### src/rtl/npc_pkg.sv
// Shared types and defaults for the next-PC sequencer of the P6 pipelined MIPS core.
// Optional feature macro: NPC_EXC_VECTOR_EN (exception vector override, see npc_sequencer).
package npc_pkg;

  localparam int unsigned PC_W        = 32;
  localparam logic [31:0] RESET_PC_DEF = 32'h0000_3000;
  localparam logic [31:0] EXC_PC_DEF   = 32'h0000_4180;
  localparam int unsigned PC_STEP_DEF  = 4;

  // Which redirect source won this cycle's priority selection.
  typedef enum logic [1:0] {
    RK_NONE = 2'd0,
    RK_BR   = 2'd1,
    RK_J    = 2'd2,
    RK_JR   = 2'd3
  } redir_kind_t;

  // Fetch sequencing state: running sequentially, or holding a buffered redirect.
  typedef enum logic {
    ST_SEQ  = 1'b0,
    ST_PEND = 1'b1
  } npc_state_t;

endpackage

### src/rtl/npc_sequencer_jtarget_gen.sv
// Redirect target generator: picks the winning redirect (jr > j > br) from ID and
// computes its 32-bit target. Purely combinational.
// Ports:
//   id_pc      in  32  PC of the instruction in ID
//   br_imm16   in  16  branch offset in words
//   j_imm26    in  26  jump index
//   jr_target  in  32  forwarded rs value
//   br_take / j_take / jr_take  in  1  redirect requests
//   kind_c     out     selected redirect kind (RK_NONE when nothing requested)
//   target_c   out 32  selected target (zero when kind_c == RK_NONE)
module jtarget_gen
  import npc_pkg::*;
(
  input  logic [PC_W-1:0] id_pc,
  input  logic [15:0]     br_imm16,
  input  logic [25:0]     j_imm26,
  input  logic [PC_W-1:0] jr_target,
  input  logic            br_take,
  input  logic            j_take,
  input  logic            jr_take,
  output redir_kind_t     kind_c,
  output logic [PC_W-1:0] target_c
);

  logic [PC_W-1:0] seq_pc;
  logic [PC_W-1:0] br_off;

  // Delay-slot address is the base for both branch and jump targets.
  assign seq_pc = id_pc + 32'd4;
  assign br_off = {{14{br_imm16[15]}}, br_imm16, 2'b00};

  // Fixed priority select; wrap-around modulo 2^32 is intended.
  always_comb begin
    kind_c   = RK_NONE;
    target_c = '0;
    if (jr_take) begin
      kind_c   = RK_JR;
      target_c = jr_target;
    end else if (j_take) begin
      kind_c   = RK_J;
      target_c = {seq_pc[31:28], j_imm26, 2'b00};
    end else if (br_take) begin
      kind_c   = RK_BR;
      target_c = seq_pc + br_off;
    end
  end

endmodule

### src/rtl/npc_sequencer.sv
// Next-PC sequencer: owns the IF fetch PC, steps it sequentially, applies branch/jump
// redirects from ID, and buffers a redirect that arrives while fetch cannot advance.
// Optional feature macro: NPC_EXC_VECTOR_EN adds exc_req / EXC_PC (exception vector
// override of redirects and stall).
// Ports:
//   clk, reset   clock and synchronous active-high reset
//   stall        hazard freeze of IF/ID
//   if_ready     instruction memory accepts the current fetch
//   exc_req      (NPC_EXC_VECTOR_EN only) force pc to EXC_PC
//   if_valid     fetch request valid (0 only in the cycle after reset)
//   pc           current fetch address
//   id_pc, br_take, br_imm16, j_take, j_imm26, jr_take, jr_target  redirect inputs from ID
//   pending      a redirect is buffered and not yet applied
//   redir_err    sticky: a redirect arrived while one was pending
module npc_sequencer
  import npc_pkg::*;
#(
  parameter logic [31:0] RESET_PC = RESET_PC_DEF,
  parameter int unsigned PC_STEP  = PC_STEP_DEF
`ifdef NPC_EXC_VECTOR_EN
  ,
  parameter logic [31:0] EXC_PC   = EXC_PC_DEF
`endif
) (
  input  logic            clk,
  input  logic            reset,
  input  logic            stall,
  input  logic            if_ready,
`ifdef NPC_EXC_VECTOR_EN
  input  logic            exc_req,
`endif
  output logic            if_valid,
  output logic [PC_W-1:0] pc,
  input  logic [PC_W-1:0] id_pc,
  input  logic            br_take,
  input  logic [15:0]     br_imm16,
  input  logic            j_take,
  input  logic [25:0]     j_imm26,
  input  logic            jr_take,
  input  logic [PC_W-1:0] jr_target,
  output logic            pending,
  output logic            redir_err
);

  npc_state_t      state_q, state_d;
  logic [PC_W-1:0] pc_q, pc_d;
  logic [PC_W-1:0] pend_tgt_q, pend_tgt_d;
  logic            redir_err_q, redir_err_d;
  logic            if_valid_q;

  redir_kind_t     kind_c;
  logic [PC_W-1:0] target_c;
  logic            redirect_c;
  logic            advance_c;

  jtarget_gen u_jtarget_gen (
    .id_pc     (id_pc),
    .br_imm16  (br_imm16),
    .j_imm26   (j_imm26),
    .jr_target (jr_target),
    .br_take   (br_take),
    .j_take    (j_take),
    .jr_take   (jr_take),
    .kind_c    (kind_c),
    .target_c  (target_c)
  );

  assign redirect_c = (kind_c != RK_NONE);
  assign advance_c  = if_valid_q & if_ready & ~stall;

  // State and datapath registers.
  always_ff @(posedge clk) begin
    if (reset) begin
      state_q     <= ST_SEQ;
      pc_q        <= RESET_PC;
      pend_tgt_q  <= '0;
      redir_err_q <= 1'b0;
      if_valid_q  <= 1'b0;
    end else begin
      state_q     <= state_d;
      pc_q        <= pc_d;
      pend_tgt_q  <= pend_tgt_d;
      redir_err_q <= redir_err_d;
      if_valid_q  <= 1'b1;
    end
  end

  // Next-state / next-PC selection. The delay-slot fetch is never cancelled: a redirect
  // only replaces the step that would follow the current fetch.
  always_comb begin
    state_d     = state_q;
    pc_d        = pc_q;
    pend_tgt_d  = pend_tgt_q;
    redir_err_d = redir_err_q;

    unique case (state_q)
      ST_SEQ: begin
        if (redirect_c) begin
          if (advance_c) begin
            pc_d = target_c;
          end else begin
            pend_tgt_d = target_c;
            state_d    = ST_PEND;
          end
        end else if (advance_c) begin
          pc_d = pc_q + 32'(PC_STEP);
        end
      end
      ST_PEND: begin
        if (redirect_c) begin
          // Newer redirect replaces the buffered one; flag the overlap.
          redir_err_d = 1'b1;
          if (advance_c) begin
            pc_d    = target_c;
            state_d = ST_SEQ;
          end else begin
            pend_tgt_d = target_c;
          end
        end else if (advance_c) begin
          pc_d    = pend_tgt_q;
          state_d = ST_SEQ;
        end
      end
      default: begin
        state_d = ST_SEQ;
      end
    endcase

`ifdef NPC_EXC_VECTOR_EN
    // Exception vector wins over stall and any redirect; redir_err is left as it was.
    if (exc_req) begin
      pc_d        = EXC_PC;
      state_d     = ST_SEQ;
      redir_err_d = redir_err_q;
    end
`endif
  end

  assign pc        = pc_q;
  assign if_valid  = if_valid_q;
  assign pending   = (state_q == ST_PEND);
  assign redir_err = redir_err_q;

endmodule

### config.mk
export PLATFORM = sky130hd
export DESIGN_NAME = npc_sequencer
export DESIGN_NICKNAME = d
export VERILOG_FILES = /design/src/rtl/npc_pkg.sv /design/src/rtl/npc_sequencer_jtarget_gen.sv /design/src/rtl/npc_sequencer.sv
export SDC_FILE = /design/constraint.sdc
export NUM_CORES = 1
export LEC_CHECK = 0
export CORE_MARGIN = 4
export CORE_UTILIZATION = 30
export DETAILED_ROUTE_END_ITERATION = 8
export PLACE_DENSITY = 0.64
export SLEW_MARGIN = 20
export SYNTH_ARGS = -nofsm -noshare
export SYNTH_HDL_FRONTEND = slang
export SYNTH_SLANG_ARGS = --single-unit
### constraint.sdc
create_clock -name clk -period 3.75 [get_ports clk]
set_input_delay 0.75 -clock clk [delete_from_list [all_inputs] [get_ports clk]]
set_output_delay 0.75 -clock clk [all_outputs]
set_load 0.02 [all_outputs]
==> impl_summary.txt <==
----------------------------------------------------
[Setup path]
  Beginning of the worst register-to-register path ... pc[2]$_SDFFE_PP0P_
  Setup crit end kind ... flip-flop
  Biggest fanout along the worst timing path ... 4
  Startpoint class of the critical path ... input port
  Depth of the worst register-to-register path ... 10
  Data required time of the worst path ... 4.03 ns
  R2r setup slk ... around 1.1 ns
  Terminus of the critical flop-to-flop path ... pc[28]$_SDFFE_PP0P_
  Path type of the worst setup path ... in2reg
  Worst Path Arrival ... about 3.8 ns

[GRT]
  Met3 global-route usage ... 0.0401
  Initial antenna violation count ... 2
  GRT met2 Usage ... 0.303
  Tot GR Track Use ... 0.191
  Global-route wire length before repair ... 37.3 mm
  Largest net degree at the start of global routing ... 61
  Number of global-route vias before repair ... a little over 7,000
  Routing layer with the top usage in global route ... met2
  GRT overflow ... 0
  Met1 Track Usage GR ... 0.263

[Min path]
  Instance count along the most critical hold path ... 2
  Path type of the worst min-delay path ... reg2reg
  Hold path startpoint ... pend_tgt_q[12]$_SDFFE_PP0P_
  End point of the most critical hold path ... pend_tgt_q[12]$_SDFFE_PP0P_

[Synthesis]
  Post-Synthesis Net Count ... 1,037
  Leading cell type by number of instances after synthesis ... nand2_1
  Leading post-synthesis cells by cell area ... dfxtp_1 (21%), a21oi_1 (8.1%), nand2_1 (7.2%), ha_1 (7.1%), o21ai_0 (6.0%)
  Asr flop ratio synth ... 0
  Number of synthesized flops with an enable pin ... 0
  Share of the yosys chip area belonging to registers ... 0.212
  Ranking of synthesized cells by instance count ... nand2_1 (121), a21oi_1 (103), nor2_1 (81)
  Number of warnings printed during yosys synthesis ... 0
  Top cell type's share of synthesized area ... 0.212
  Library cells used by synthesis ... 86
  Flip-flop and latch count after synthesis ... 67
  Gate count of the mapped netlist ... 887
  Post-Synthesis Cell Area ... 6330 µm²
  Most common flop cell mapped by yosys ... dfxtp_1
  Average footprint of a synthesized cell ... 7.13 µm²
  Biggest area consumer among synthesized cells ... dfxtp_1

[Floorplan]
  Area of the die ... 23,500 µm²
  Number of ports placed on the die boundary ... between 100 and 150
  Die Ht ... 153 µm
  Std-Cell Rows ... 52
  Die extent in x ... 153 µm
  Starting utilization of the core area ... 0.309
  Core ar. ... 20,500 µm²

[Detailed routing]
  Detail-routed net length per standard cell ... 16.7 µm
  Via density per instance ... roughly 5.2
  Detailed router's first-iteration violation count ... 483
  Vias after detailed routing ... 7,466
  Residual DRC count ... 0
  Final WL ... 23.7 mm
  Antenna-violating nets left ... 0
  Iteration count of the initial detailed-routing pass ... 6

[Timing]
  Final setup violation count ... 0
  Clock period minus worst slack ... about 3.5 ns
  Crit share post-route ... 0.944
  Setup TNS after final layout ... 0 ns
  Count of final max-slew check failures ... 0
  Normalized max-slew margin ... 0.504
  Worst Max-Slew Pin Slew ... 0.743 ns
  F_max ... approximately 0.28 GHz
  Post-route worst hold slack ... roughly 0.45 ns
  Number of hold violations in the final report ... 0
  Smallest setup slack after layout ... 0.208 ns
  Skew final ... around 0.0037 ns

[Power and ir drop]
  Proportion of power drawn by combinational gates ... 0.363
  Net switching power ... 0.883 mW
  Fraction of power spent switching nets ... 0.308
  Relative contribution of the clock network to total power ... 0.355
  Static leakage ... 4.01 nW
  Internal Power ... between 1.5 and 2 mW
  Share of power burned in registers ... 0.282
  Pwr/cell area ... 292 nW/µm²
  IR drop worst, VDD ... 164 µV

[Finish]
  Layout net count ... 1,297
  Final std cells w/o fill ... 1,423
  Layout cell share with drive strength beyond 1 ... 0.233
  Area growth from synthesis to final layout ... 54.8%

[Run]
  Maxcap violations ... 0

[Clocking]
  Clock tree from TritonCTS ... yes
  Number of buffers added to fix hold violations after cts ... 0
  Htree depth ... 3
  Total clock sinks ... 67
  Clock root buffer ... clkbuf_16
  CTS max path bufs ... 2
  Clock transition at path regs ... about 0.06 ns
  Inserted Clock Buffers ... 9
  Clock latency of the later-clocked register in the worst-skew pair ... ~0.33 ns

[Placed design]
  Number of buffers added on ports ... 147
  Worst setup slack before clock tree synthesis ... -0.561 ns
  DP Cell Count ... 1,395
  DPL Wire Length ... 18.6 mm
  Final estimated routing congestion in global placement ... ~0.92

[Status]
  Status ... finished clean

----------------------------------------------------
[repair_timing]
item                                   4_1_cts  5_1_grt
pin swaps                                   20       36
cloned                                       0        0
setup endpoints to repair                   26       42
endpoints found under the hold margin        0        0
buffers inserted                             7        4
gates resized for setup                     32       57
[worst max-delay path, stage by stage]
cell	delay [ns]
dlygate4sd2_1	0.26
nand4_4	0.16
nor3_2	0.23
and2_1	0.19
nand3_2	0.10
xnor2_2	0.14
ha_1	0.33
a21o_1	0.25
a31oi_4	0.17
inv_1	0.06
a21oi_1	0.18
buf_4	0.15
o2111a_1	0.17
o21ai_0	0.08
a32oi_1	0.35
o221a_2	0.26
[placed cells by master, fill, tap and decap left out, types with 8 or more instances in the layout]
master / count
nand2b_1: 8
dlygate4sd2_1: 8
dfxtp_1: 66
nand3_1: 27
ha_1: 34
inv_1: 19
a21oi_2: 12
xor2_1: 19
o21a_1: 9
nand2_1: 117
nor3_1: 14
nand4_1: 13
o21ai_0: 69
a211oi_1: 17
clkdlybuf4s50_1: 124
a31oi_1: 8
buf_4: 157
clkbuf_16: 9
xnor2_1: 31
nor2_1: 76
a21o_1: 10
and3_1: 18
a21oi_1: 93
dlymetal6s2s_1: 12
[per-layer routing]
metal,vias up,wire [µm]
li1,3765,-
met5,-,13
met2,246,10700
met4,2,601
met3,36,1430
met1,3417,11000
[area by class of cell]
| type | count | area (µm²) |
|---|---|---|
| antenna | 1 | 2.50 |
| clock buffer | 12 | 267 |
| clock inverter | 4 | 95.1 |
| fill | 2070 | 10700 |
| inverter | 19 | 71.3 |
| multi-input combinational | 746 | 5020 |
| sequential | 67 | 1340 |
| tap | 270 | 338 |
| timing repair buffer | 304 | 2660 |
[power by group through the flow]
stage               Combinational (mW)  Clock (mW)  Sequential (mW)
finish                            1.04        1.02            0.807
global route                      1.13        1.06            0.813
CTS                              0.992        1.03            0.806
detailed placement               0.973           0            0.821
global placement                 0.968           0            0.820
floorplan                        0.493           0            0.826
[sequential cells by signal, summed over array words and instances (netlist names)]
| name | flops |
|---|---|
| pend_tgt_q | 32 |
| if_valid | 1 |
| pending | 1 |
| pc | 32 |
| redir_err | 1 |
[cell families after synthesis]
kind of cell               synth area share
buffers and inverters                0.0443
AOI/OAI and AO/OA                     0.320
adders and majority gates            0.0744
xor gates and xnor gates             0.0801
muxes                               0.00554
and+or+nand+nor                       0.263
DFF                                   0.212
[through the flow]
step,utilization,power (mW),instance area (µm²)
2_1_floorplan,-,1.32,6330
3_3_place_gp,0.441,1.79,9030
3_5_place_dp,0.441,1.79,9030
5_1_grt,0.478,3.01,9790
4_1_cts,0.464,2.82,9520
6_report,0.478,2.86,9790
[worst max-delay path by stage]
| stage | endpoint | startpoint | slack [ns] | cells past startpoint |
|---|---|---|---|---|
| after floorplan | pc[30]$_SDFFE_PP0P_ | id_pc[5] | 0.06 | 17 |
| final | pc[24]$_SDFFE_PP0P_ | id_pc[13] | 0.21 | 16 |
| after CTS | pend_tgt_q[31]$_SDFFE_PP0P_ | id_pc[5] | 0.0008 | 16 |
| after global placement | pend_tgt_q[31]$_SDFFE_PP0P_ | id_pc[12] | -0.50 | 16 |
| after detailed placement | pc[20]$_SDFFE_PP0P_ | id_pc[5] | -0.56 | 16 |
| after global routing | pend_tgt_q[31]$_SDFFE_PP0P_ | id_pc[2] | -0.0005 | 16 |
No activity file was read; power rests on OpenSTA's default activity.
